### src/rtl/i2c_master_arbiter_if.sv
// Bundle between the round-robin arbiter, its requesters and the single I2C master.
// The master modport is the arbiter's view; the slave modport is the clients/master side.
interface i2c_master_arbiter_if #(
    parameter int NREQ = 4
);
    logic [NREQ-1:0]   req;
    logic [7*NREQ-1:0] req_addr;
    logic [8*NREQ-1:0] req_data;
    logic [NREQ-1:0]   req_rw;
    logic [NREQ-1:0]   gnt;
    logic [NREQ-1:0]   done;
    logic [NREQ-1:0]   err;
    logic [7:0]        rd_data;
    logic              busy;
    logic [6:0]        m_addr;
    logic [7:0]        m_data_in;
    logic              m_rw;
    logic              m_enable;
    logic [7:0]        m_data_out;
    logic              m_ready;

    modport master (
        input  req, req_addr, req_data, req_rw, m_data_out, m_ready,
        output gnt, done, err, rd_data, busy, m_addr, m_data_in, m_rw, m_enable
    );

    modport slave (
        output req, req_addr, req_data, req_rw, m_data_out, m_ready,
        input  gnt, done, err, rd_data, busy, m_addr, m_data_in, m_rw, m_enable
    );
endinterface

### src/rtl/i2c_master_arbiter.sv
// Round-robin scheduler sharing one I2C master among NREQ requesters, with a
// per-phase timeout. All outputs come straight from registers.
module i2c_master_arbiter #(
    parameter int NREQ    = 4,
    parameter int TIMEOUT = 1023
) (
    input  logic                 clk,
    input  logic                 rst,
    i2c_master_arbiter_if.master bus
);
    localparam int IDX_W = $clog2(NREQ);
    localparam int CNT_W = $clog2(TIMEOUT + 1);

    typedef enum logic [2:0] {IDLE, LAUNCH, WAIT_DONE, COMPLETE, ABORT} state_t;

    state_t            state_reg, state_next;
    logic [NREQ-1:0]   gnt_reg, gnt_next;
    logic [NREQ-1:0]   done_reg, done_next;
    logic [NREQ-1:0]   err_reg, err_next;
    logic [7:0]        rd_data_reg, rd_data_next;
    logic [6:0]        m_addr_reg, m_addr_next;
    logic [7:0]        m_data_reg, m_data_next;
    logic              m_rw_reg, m_rw_next;
    logic              m_enable_reg, m_enable_next;
    logic              busy_reg, busy_next;
    logic [CNT_W-1:0]  cnt_reg, cnt_next;
    logic [IDX_W-1:0]  ptr_reg, ptr_next;
    logic [IDX_W-1:0]  gidx_reg, gidx_next;
    logic [IDX_W-1:0]  win_idx, cand, ptr_after;
    logic              win_valid;

    logic [6:0] addr_arr [NREQ];
    logic [7:0] data_arr [NREQ];

    genvar gi;
    for (gi = 0; gi < NREQ; gi++) begin : g_fields
        assign addr_arr[gi] = bus.req_addr[7*gi +: 7];
        assign data_arr[gi] = bus.req_data[8*gi +: 8];
    end

    // Scan from the highest offset down so the closest set bit at/after ptr wins.
    always_comb begin
        win_valid = 1'b0;
        win_idx   = '0;
        cand      = '0;
        for (int i = NREQ - 1; i >= 0; i--) begin
            cand = IDX_W'((int'(ptr_reg) + i) % NREQ);
            if (bus.req[cand]) begin
                win_valid = 1'b1;
                win_idx   = cand;
            end
        end
    end

    assign ptr_after = (gidx_reg == IDX_W'(NREQ - 1)) ? '0 : gidx_reg + 1'b1;

    always_comb begin
        state_next    = state_reg;
        gnt_next      = gnt_reg;
        done_next     = '0;
        err_next      = '0;
        rd_data_next  = rd_data_reg;
        m_addr_next   = m_addr_reg;
        m_data_next   = m_data_reg;
        m_rw_next     = m_rw_reg;
        m_enable_next = m_enable_reg;
        cnt_next      = cnt_reg;
        ptr_next      = ptr_reg;
        gidx_next     = gidx_reg;
        case (state_reg)
            IDLE: begin
                if (win_valid && bus.m_ready) begin
                    gidx_next     = win_idx;
                    gnt_next      = NREQ'(1) << win_idx;
                    m_addr_next   = addr_arr[win_idx];
                    m_data_next   = data_arr[win_idx];
                    m_rw_next     = bus.req_rw[win_idx];
                    m_enable_next = 1'b1;
                    cnt_next      = '0;
                    state_next    = LAUNCH;
                end
            end
            LAUNCH, WAIT_DONE: begin
                if (state_reg == LAUNCH && !bus.m_ready) begin
                    m_enable_next = 1'b0;
                    cnt_next      = '0;
                    state_next    = WAIT_DONE;
                end else if (state_reg == WAIT_DONE && bus.m_ready) begin
                    // done/rd_data/gnt are updated on the edge entering COMPLETE
                    // so the pulse lands exactly one cycle after ready is seen.
                    done_next  = gnt_reg;
                    gnt_next   = '0;
                    ptr_next   = ptr_after;
                    state_next = COMPLETE;
                    if (m_rw_reg) rd_data_next = bus.m_data_out;
                end else if (cnt_reg == CNT_W'(TIMEOUT)) begin
                    err_next      = gnt_reg;
                    gnt_next      = '0;
                    m_enable_next = 1'b0;
                    ptr_next      = ptr_after;
                    state_next    = ABORT;
                end else begin
                    cnt_next = cnt_reg + 1'b1;
                end
            end
            COMPLETE, ABORT: state_next = IDLE;
            default:         state_next = IDLE;
        endcase
        busy_next = (state_next != IDLE);
    end

    always_ff @(posedge clk) begin
        if (!rst) begin
            state_reg    <= IDLE;
            gnt_reg      <= '0;
            done_reg     <= '0;
            err_reg      <= '0;
            rd_data_reg  <= '0;
            m_addr_reg   <= '0;
            m_data_reg   <= '0;
            m_rw_reg     <= 1'b0;
            m_enable_reg <= 1'b0;
            busy_reg     <= 1'b0;
            cnt_reg      <= '0;
            ptr_reg      <= '0;
            gidx_reg     <= '0;
        end else begin
            state_reg    <= state_next;
            gnt_reg      <= gnt_next;
            done_reg     <= done_next;
            err_reg      <= err_next;
            rd_data_reg  <= rd_data_next;
            m_addr_reg   <= m_addr_next;
            m_data_reg   <= m_data_next;
            m_rw_reg     <= m_rw_next;
            m_enable_reg <= m_enable_next;
            busy_reg     <= busy_next;
            cnt_reg      <= cnt_next;
            ptr_reg      <= ptr_next;
            gidx_reg     <= gidx_next;
        end
    end

    assign bus.gnt       = gnt_reg;
    assign bus.done      = done_reg;
    assign bus.err       = err_reg;
    assign bus.rd_data   = rd_data_reg;
    assign bus.busy      = busy_reg;
    assign bus.m_addr    = m_addr_reg;
    assign bus.m_data_in = m_data_reg;
    assign bus.m_rw      = m_rw_reg;
    assign bus.m_enable  = m_enable_reg;
endmodule

### src/flat_wrapper.sv
// flat-port wrapper written by rule: the top's interface ports become plain ports
module i2c_master_arbiter_flat 
#(
    parameter int NREQ    = 4,
    parameter int TIMEOUT = 1023
)
  (clk, rst, bus_req, bus_req_addr, bus_req_data, bus_req_rw, bus_m_data_out, bus_m_ready, bus_gnt, bus_done, bus_err, bus_rd_data, bus_busy, bus_m_addr, bus_m_data_in, bus_m_rw, bus_m_enable);
  i2c_master_arbiter_if #(.NREQ(NREQ)) bus_i ();
  input  logic clk;
  input  logic rst;
  input wire logic [$bits(bus_i.req)-1:0] bus_req;
  input wire logic [$bits(bus_i.req_addr)-1:0] bus_req_addr;
  input wire logic [$bits(bus_i.req_data)-1:0] bus_req_data;
  input wire logic [$bits(bus_i.req_rw)-1:0] bus_req_rw;
  input wire logic [$bits(bus_i.m_data_out)-1:0] bus_m_data_out;
  input wire logic [$bits(bus_i.m_ready)-1:0] bus_m_ready;
  output wire logic [$bits(bus_i.gnt)-1:0] bus_gnt;
  output wire logic [$bits(bus_i.done)-1:0] bus_done;
  output wire logic [$bits(bus_i.err)-1:0] bus_err;
  output wire logic [$bits(bus_i.rd_data)-1:0] bus_rd_data;
  output wire logic [$bits(bus_i.busy)-1:0] bus_busy;
  output wire logic [$bits(bus_i.m_addr)-1:0] bus_m_addr;
  output wire logic [$bits(bus_i.m_data_in)-1:0] bus_m_data_in;
  output wire logic [$bits(bus_i.m_rw)-1:0] bus_m_rw;
  output wire logic [$bits(bus_i.m_enable)-1:0] bus_m_enable;
  assign bus_i.req = bus_req;
  assign bus_i.req_addr = bus_req_addr;
  assign bus_i.req_data = bus_req_data;
  assign bus_i.req_rw = bus_req_rw;
  assign bus_i.m_data_out = bus_m_data_out;
  assign bus_i.m_ready = bus_m_ready;
  assign bus_gnt = bus_i.gnt;
  assign bus_done = bus_i.done;
  assign bus_err = bus_i.err;
  assign bus_rd_data = bus_i.rd_data;
  assign bus_busy = bus_i.busy;
  assign bus_m_addr = bus_i.m_addr;
  assign bus_m_data_in = bus_i.m_data_in;
  assign bus_m_rw = bus_i.m_rw;
  assign bus_m_enable = bus_i.m_enable;
  i2c_master_arbiter #(.NREQ(NREQ), .TIMEOUT(TIMEOUT)) u_core (.clk(clk), .rst(rst), .bus(bus_i));
endmodule
### config.mk
export PLATFORM = sky130hd
export DESIGN_NAME = i2c_master_arbiter_flat
export DESIGN_NICKNAME = d
export VERILOG_FILES = /design/src/rtl/i2c_master_arbiter_if.sv /design/src/rtl/i2c_master_arbiter.sv /design/src/flat_wrapper.sv
export SDC_FILE = /design/constraint.sdc
export NUM_CORES = 1
export LEC_CHECK = 0
export CAP_MARGIN = 30
export CORE_AREA = 2 2 85 87
export CTS_CLUSTER_DIAMETER = 50
export CTS_CLUSTER_SIZE = 28
export DETAILED_ROUTE_END_ITERATION = 10
export DIE_AREA = 0 0 87 89
export PLACE_DENSITY_LB_ADDON = 0.25
export REMOVE_ABC_BUFFERS = 1
export SLEW_MARGIN = 15
export SYNTH_ARGS = -nofsm -noshare
export SYNTH_HDL_FRONTEND = slang
export SYNTH_SLANG_ARGS = --single-unit
### constraint.sdc
create_clock -name clk -period 4.4 [get_ports clk]
set_input_delay 0.66 -clock clk [delete_from_list [all_inputs] [get_ports clk]]
set_output_delay 0.66 -clock clk [all_outputs]
set_load 0.1 [all_outputs]
==> insert_results.sql, run 1 <==
INSERT INTO impl_metrics (metric_group, metric, value, unit) VALUES
('sta', 'tightestPinTransition', '0.9990', 'ns'),
('floorplanning', 'dieArea', '7743', 'um2'),
('finish', 'layout.nets', '482', ''),
('critical_path', 'critical-path-top-delay-family', 'buffers and inverters', ''),
('floorplanning', 'std_cell_rows', '30', ''),
('logic_synthesis', 'synth.yosys.warnings', '0', ''),
('global_route', 'grtUsageMet2', '30.81', '%'),
('finish', 'multiInputGateArea', '1410', 'um2'),
('finish', 'largest_register_ff_count', '10', ''),
('worst_hold_path', 'whs_path_depth', '2', ''),
('critical_path', 'timing.critical_path.to_type', 'output pin', ''),
('finish', 'final-seq-area', '1101', 'um2'),
('global_route', 'groute.usage.overall', '17.65', '%'),
('detailed_routing', 'avgRoutedWirePerCell', '14.21', 'um'),
('critical_path', 'critical_path.max_fanout', '11', ''),
('run', 'cap_violations', '0', ''),
('worst_hold_path', 'whs_endpoint', 'u_core.bus.rd_data[2]', ''),
('detailed_routing', 'via_count', '2557', ''),
('logic_synthesis', 'synth-edff-count', '0', ''),
('critical_path', 'required', '3.74', 'ns'),
('critical_path', 'arrival', '2.06', 'ns'),
('critical_path', 'crit_buf_inv', '1', ''),
('critical_path', 'worst_r2r_path_depth', '5', ''),
('finish', 'drive_above_1_share', '4.726', '%'),
('floorplanning', 'die_h', '89', 'um'),
('cts', 'cts_resized', '0', ''),
('cts', 'htreeDepth', '2', ''),
('logic_synthesis', 'synth_most_common_cell', 'sky130_fd_sc_hd__dfxtp_1', ''),
('finish', 'n_fill_cell', '609', ''),
('floorplanning', 'initial_utilization', '39.12', '%'),
('cts', 'clock-sinks', '55', ''),
('sta', 'clock-skew-final', '0.004483', 'ns'),
('power', 'vdd.ir_drop.worst', '0.1494', 'mV'),
('sta', 'unrepaired_setup_endpoints_after_global_routing', 'false', ''),
('floorplanning', 'top_level_ports', '117', ''),
('global_route', 'grt_pass1_wl', '11080', 'um'),
('cts', 'post_cts_setup_buffer_count', '0', ''),
('finish', 'areaGrowthSynthToFinish', '50.60', '%'),
('critical_path', 'worst-setup-path-type', 'register to output pin', ''),
('power', 'leakage_power_figure', '1.407', 'nW'),
('cts', 'cts_made_buffers', '5', ''),
('critical_path', 'r2r_slack', '2.08', 'ns'),
('global_route', 'pin_count_of_the_biggest_net_entering_global_routing', '37', ''),
('logic_synthesis', 'synth_area_leader_cell', 'sky130_fd_sc_hd__dfxtp_1', ''),
('sta', 'final_worst_slack', '1.679', 'ns'),
('sta', 'finalCritPeriodShare', '61.85', '%'),
('logic_synthesis', 'syn-instance-count', '293', ''),
('global_route', 'first_global_vias', '2465', ''),
('critical_path', 'critPathLaunchType', 'register', ''),
('logic_synthesis', 'synthTopCellsByArea', 'sky130_fd_sc_hd__dfxtp_1, sky130_fd_sc_hd__mux2i_1, sky130_fd_sc_hd__o221ai_1', ''),
('detailed_routing', 'iter_0_drt_violations', '84', ''),
('logic_synthesis', 'seq_area_frac_synth', '41.88', '%'),
('logic_synthesis', 'synth_commonest_cells', 'sky130_fd_sc_hd__dfxtp_1, sky130_fd_sc_hd__mux2i_1, sky130_fd_sc_hd__nand2_1, sky130_fd_sc_hd__a21oi_1, sky130_fd_sc_hd__o221ai_1', ''),
('detailed_routing', 'drc_violation_count_after_routing', '0', ''),
('detailed_routing', 'detail-route-antenna-nets', '0', ''),
('finish', 'insertedDiodeCount', '0', ''),
('cts', 'hold_bufs_at_cts', '0', ''),
('global_route', 'grtUsageMet3', '6.741', '%'),
('placement', 'place_ws', '1.421', 'ns'),
('logic_synthesis', 'synth_top_area_share', '41.88', '%'),
('detailed_routing', 'drt_pass1_iterations', '5', ''),
('global_route', 'grt_antenna_before_repair', '0', ''),
('global_route', 'grt_overflow_total', '0', ''),
('sta', 'setup-violations-final', '0', ''),
('cts', 'clk_pin_slew_worst_paths', '0.09', 'ns'),
('detailed_routing', 'route.final.wire_length', '6851', 'um'),
('run_status', 'outcome', 'finished clean', ''),
('placement', 'gp_congestion', '0.8074', ''),
('logic_synthesis', 'synthesis.area', '2629', 'um2'),
('logic_synthesis', 'synth.avg_cell_area', '8.972', 'um2'),
('sta', 'final-max-slew-violation-count', '0', '');
[power by group]
part | total (W) | internal (W) | switching, W | leakage [nW]
Combinational | 0.000421 | 0.000154 | 0.000267 | 0.899
Sequential | 0.000548 | 0.000525 | 0.0000231 | 0.447
Clock | 0.000341 | 0.000184 | 0.000157 | 0.0612
Total | 0.00131 | 0.000863 | 0.000447 | 1.41
[worst register-to-register path, cell delays in order (launching register included)]
cell and delay, ns:
sky130_fd_sc_hd__dfxtp_1 0.58, sky130_fd_sc_hd__nand2b_1 0.27, sky130_fd_sc_hd__nor2_1 0.68, sky130_fd_sc_hd__a21oi_1 0.19
sky130_fd_sc_hd__or3_1 0.36, sky130_fd_sc_hd__a21oi_1 0.16
[worst max path at each step]
stage                    start                       to  slack (ns)  cells past startpoint
3_5_place_dp       bus_m_ready        u_core.ptr_reg[0]        1.42                      6
2_1_floorplan       bus_req[0]     u_core.bus.m_addr[0]        1.74                      5
6_report       u_core.bus.m_rw                 bus_m_rw        1.68                      1
3_3_place_gp        bus_req[3]  u_core.bus.m_data_in[3]        1.30                      6
5_1_grt            bus_m_ready        u_core.ptr_reg[0]        1.51                      6
4_1_cts        u_core.bus.m_rw                 bus_m_rw        1.67                      1
[layout by cell type (no fill, tap or decap), types with 2 or more instances in the layout]
master	Yosys	routed
sky130_fd_sc_hd__o21ai_1	2	2
sky130_fd_sc_hd__inv_1	11	11
sky130_fd_sc_hd__clkbuf_8	0	6
sky130_fd_sc_hd__o21ai_0	6	6
sky130_fd_sc_hd__nand3b_1	2	2
sky130_fd_sc_hd__a21oi_1	24	24
sky130_fd_sc_hd__or4_1	3	3
sky130_fd_sc_hd__nand2b_1	6	6
sky130_fd_sc_hd__clkdlybuf4s50_1	0	116
sky130_fd_sc_hd__ha_1	2	2
sky130_fd_sc_hd__nor2b_1	4	4
sky130_fd_sc_hd__nor4_1	5	5
sky130_fd_sc_hd__and2_1	4	4
sky130_fd_sc_hd__nor3_1	3	3
sky130_fd_sc_hd__a21o_1	3	3
sky130_fd_sc_hd__o211ai_1	3	3
sky130_fd_sc_hd__o22ai_1	5	5
sky130_fd_sc_hd__mux2i_1	36	36
sky130_fd_sc_hd__o31ai_1	2	2
sky130_fd_sc_hd__nor2_1	14	14
sky130_fd_sc_hd__dfxtp_1	55	55
sky130_fd_sc_hd__nand3_1	13	13
sky130_fd_sc_hd__nand2_1	34	34
sky130_fd_sc_hd__o221ai_1	16	16
sky130_fd_sc_hd__or3_1	7	7
[through the flow]
stage / std cells / util, % / instance area [um2] / hold WS, ns / total power (W)
floorplan: 276 / - / 2551 / 0.4492 / 0.0008294
global placement: 472 / 56.76 / 3814 / 0.4426 / 0.0009751
detailed placement: 473 / 56.87 / 3821 / 0.4489 / 0.0009789
CTS: 481 / 58.62 / 3939 / 0.4692 / 0.001317
global route: 482 / 58.92 / 3959 / 0.4854 / 0.001364
finish: 482 / 58.92 / 3959 / 0.4648 / 0.001310
[cell type report]
type	instances	area share (%)
multi-input combinational	210	35.62
timing repair buffer	118	30.03
sequential	55	27.81
tap	80	2.528
clock buffer	6	2.086
inverter	11	1.043
clock inverter	2	0.8850
[layer usage]
metal / share of wire (%) / up-vias
li1: - / 1288
met1: 41 / 1156
met2: 49 / 111
met3: 10 / 2
met4: 0.31 / 0
met5: 0 / -
[cell families (layout without fill, tap and decap cells)]
| kind of cell | count (synthesis) | count (layout) | synth area share (%) |
|---|---|---|---|
| flip-flops | 55 | 55 | 41.88 |
| AND/OR/NAND/NOR | 102 | 102 | 20.75 |
| adder cells (fa/ha/maj) | 2 | 2 | 0.9518 |
| multiplexers | 36 | 36 | 13.71 |
| buffers and inverters | 28 | 137 | 4.522 |
| AO/OA/AOI/OAI | 70 | 70 | 18.18 |
(Power assumes the default switching activity.)
==> run 2, diff against run 1 <==
--- a/config.mk
+++ b/config.mk
@@ -6,11 +6,11 @@
 export NUM_CORES = 1
 export LEC_CHECK = 0
 export CAP_MARGIN = 30
-export CORE_AREA = 2 2 85 87
+export CORE_AREA = 2 2 87 89
 export CTS_CLUSTER_DIAMETER = 50
 export CTS_CLUSTER_SIZE = 28
 export DETAILED_ROUTE_END_ITERATION = 10
-export DIE_AREA = 0 0 87 89
+export DIE_AREA = 0 0 89 91
 export PLACE_DENSITY_LB_ADDON = 0.25
 export REMOVE_ABC_BUFFERS = 1
 export SLEW_MARGIN = 15
==> constraint.sdc (replaced) <==
create_clock -name clk -period 2.2 [get_ports clk]
set_input_delay 0.33 -clock clk [delete_from_list [all_inputs] [get_ports clk]]
set_output_delay 0.33 -clock clk [all_outputs]
set_load 0.1 [all_outputs]
==> run 2 against run 1 <==
Against the previous run: first-iteration DRC count is 7.1% higher; critical path depth grew 6; worst setup slack worse by 1.4 ns; via count is 3.9% higher; global-route usage increased by 0.48 points; sequential share of layout area is 0.61 points lower.
==> insert_results.sql, run 2 (synthesized netlist as in run 1, its figures left out) <==
INSERT INTO impl_metrics (metric_group, metric, value, unit) VALUES
('global_route', 'grtUsageMet1', '22.18', '%'),
('cts', 'cts.root.buffer_cell', 'sky130_fd_sc_hd__clkbuf_8', ''),
('cts', 'htreeDepth', '2', ''),
('global_route', 'grt_pass1_wl', '11830', 'um'),
('cts', 'cts_max_path_buffers', '2', ''),
('detailed_routing', 'drc_violation_count_after_routing', '0', ''),
('power', 'leakage_power_figure', '1.581', 'nW'),
('critical_path', 'worstReg2RegStart', 'u_core.cnt_reg[0]', ''),
('detailed_routing', 'avgRoutedWirePerCell', '13.64', 'um'),
('worst_hold_path', 'min-delay-path-class', 'register to register', ''),
('detailed_routing', 'vias_per_cell', '5.092', ''),
('floorplanning', 'dieArea', '8099', 'um2'),
('finish', 'layout_commonest_cell', 'sky130_fd_sc_hd__clkdlybuf4s50_1', ''),
('finish', 'areaGrowthSynthToFinish', '53.97', '%'),
('cts', 'post_cts_setup_buffer_count', '0', ''),
('finish', 'final_util', '56.71', '%'),
('sta', 'worst_hold_slack', '0.4646', 'ns'),
('finish', 'insertedDiodeCount', '0', ''),
('placement', 'io_buffers', '116', ''),
('run', 'cap_violations', '0', ''),
('floorplanning', 'std_cell_rows', '31', ''),
('sta', 'finalCritPeriodShare', '89.14', '%'),
('cts', 'cts_resized', '0', ''),
('cts', 'clock_latency', '0.31', 'ns'),
('detailed_routing', 'via_count', '2658', ''),
('detailed_routing', 'drt_pass1_iterations', '4', ''),
('critical_path', 'timing.rr.end', 'u_core.cnt_reg[3]', ''),
('finish', 'largest_register_ff_count', '10', ''),
('cts', 'hold_bufs_at_cts', '0', ''),
('global_route', 'first_global_vias', '2651', ''),
('cts', 'clk_pin_slew_worst_paths', '0.11', 'ns'),
('finish', 'drive_above_1_share', '18.44', '%'),
('power', 'vdd.ir_drop.worst', '0.2921', 'mV'),
('floorplanning', 'die_width', '89', 'um'),
('global_route', 'grtUsageMet2', '30.53', '%'),
('worst_hold_path', 'whs_endpoint', 'u_core.bus.rd_data[6]', ''),
('sta', 'slew-limit-headroom', '71.97', '%'),
('sta', 'clock-skew-final', '0.01072', 'ns'),
('power', 'power_per_cell_area', '635.1', 'nW/um2'),
('placement', 'post_dp_cell_area', '3953', 'um2'),
('global_route', 'grt_antenna_before_repair', '0', ''),
('floorplanning', 'initial_utilization', '36.83', '%'),
('placement', 'gp_congestion', '0.8344', ''),
('cts', 'tritoncts_clock_tree', 'done', ''),
('critical_path', 'worstPathCellList', 'ha_1, nand3_1, or3_1, o211ai_2, buf_4, or3_1, a21oi_1', ''),
('cts', 'cts_made_buffers', '5', ''),
('finish', 'layout.nets', '503', ''),
('sta', 'max_clock_freq', '0.5099', 'GHz'),
('critical_path', 'critPathLaunchType', 'register', ''),
('critical_path', 'worst_path_most_repeated_cell', 'sky130_fd_sc_hd__or3_1', ''),
('global_route', 'grt_overflow_total', '0', ''),
('critical_path', 'critical-path-max-stage-delay', '0.41', 'ns'),
('global_route', 'globalRoute.busiestLayer', 'met2', ''),
('power', 'power', '0.002571', 'W'),
('critical_path', 'timing.critical_path.to_type', 'register', ''),
('placement', 'place_ws', '-0.002457', 'ns'),
('run_status', 'outcome', 'finished clean', ''),
('detailed_routing', 'iter_0_drt_violations', '90', ''),
('critical_path', 'worst_r2r_path_depth', '7', ''),
('critical_path', 'required', '2.41', 'ns'),
('finish', 'final_instance_area', '4048', 'um2'),
('cts', 'clock-sinks', '55', ''),
('floorplanning', 'die_h', '91', 'um'),
('critical_path', 'critical-path-top-delay-family', 'simple AND/OR/NAND/NOR gates', ''),
('floorplanning', 'core_region_area', '7137', 'um2'),
('global_route', 'groute.usage.overall', '18.13', '%'),
('critical_path', 'critPathSlowestCell', 'sky130_fd_sc_hd__or3_1', ''),
('worst_hold_path', 'whs_path_depth', '2', ''),
('sta', 'final-max-slew-violation-count', '0', ''),
('critical_path', 'critical_path.max_fanout', '11', ''),
('floorplanning', 'top_level_ports', '117', ''),
('global_route', 'grtUsageMet3', '4.182', '%'),
('sta', 'final.min_clock_period', '1.961', 'ns'),
('critical_path', 'crit_buf_inv', '1', ''),
('sta', 'tightestPinTransition', '0.4173', 'ns'),
('placement', 'hpwlAfterDp', '5606', 'um'),
('finish', 'layout.cells.most_common_list', 'sky130_fd_sc_hd__clkdlybuf4s50_1, sky130_fd_sc_hd__buf_4, sky130_fd_sc_hd__dfxtp_1, sky130_fd_sc_hd__mux2i_1, sky130_fd_sc_hd__nand2_1', ''),
('sta', 'final_worst_slack', '0.2390', 'ns'),
('sta', 'setup-violations-final', '0', ''),
('detailed_routing', 'route.final.wire_length', '7119', 'um'),
('global_route', 'pin_count_of_the_biggest_net_entering_global_routing', '33', ''),
('worst_hold_path', 'hold_path.startpoint', 'u_core.bus.rd_data[6]', ''),
('sta', 'unrepaired_setup_endpoints_after_global_routing', 'false', ''),
('detailed_routing', 'detail-route-antenna-nets', '0', ''),
('critical_path', 'r2r_slack', '0.24', 'ns'),
('sta', 'count_of_endpoints_failing_hold_in_the_final_timing_report', '0', ''),
('critical_path', 'arrival', '2.17', 'ns'),
('critical_path', 'worst-setup-path-type', 'register to register', '');
run 2: cell count changes in the layout (fill, tap and decap cells not counted), sizes merged:
| cell | change |
|---|---|
| buf | +59 |
| clkdlybuf4s50 | -38 |
| inv | +2 |
| bufinv | -1 |
| clkbuf | -1 |
run 2: worst reg2reg max path, stage by stage (launching register included):
cell	delay, ns
sky130_fd_sc_hd__dfxtp_1	0.40
sky130_fd_sc_hd__ha_1	0.24
sky130_fd_sc_hd__nand3_1	0.13
sky130_fd_sc_hd__or3_1	0.41
sky130_fd_sc_hd__o211ai_2	0.29
sky130_fd_sc_hd__buf_4	0.22
sky130_fd_sc_hd__or3_1	0.12
sky130_fd_sc_hd__a21oi_1	0.06
run 2: power breakdown:
| part | internal (W) | switching, W | total (W) |
|---|---|---|---|
| sequential | 0.00105 | 0.0000456 | 0.00110 |
| combinational | 0.000338 | 0.000546 | 0.000883 |
| clock | 0.000235 | 0.000357 | 0.000592 |
| total | 0.00162 | 0.000948 | 0.00257 |
run 2: worst max path at each step:
stage,start,depth (start not counted),endpoint
4_1_cts,u_core.cnt_reg[0],7,u_core.cnt_reg[3]
3_5_place_dp,bus_m_ready,8,u_core.bus.rd_data[4]
5_1_grt,u_core.cnt_reg[0],7,u_core.cnt_reg[2]
2_1_floorplan,bus_req[0],5,u_core.bus.m_addr[0]
6_report,u_core.cnt_reg[0],7,u_core.cnt_reg[3]
3_3_place_gp,bus_m_ready,8,u_core.bus.rd_data[3]
run 2: final cells by class:
| cell class | count | area, um2 |
|---|---|---|
| Clock buffer | 5 | 68.82 |
| Clock inverter | 3 | 26.28 |
| Fill cell | 668 | 3089 |
| Inverter | 11 | 41.29 |
| Multi-Input combinational cell | 210 | 1410 |
| Sequential cell | 55 | 1101 |
| Tap cell | 99 | 123.9 |
| Timing Repair Buffer | 139 | 1276 |
run 2: per-stage QoR:
step           cells  setup TNS (ns)
4_1_cts          522               0
3_3_place_gp     514               0
2_1_floorplan    276          -2.104
6_report         522               0
3_5_place_dp     514       -0.005482
5_1_grt          522               0
run 2: routing by layer:
layer  vias up  share of wire (%)
met5         -                  0
met1      1220                 41
met3        11                6.6
met4         0                2.0
li1       1333                  -
met2        94                 50
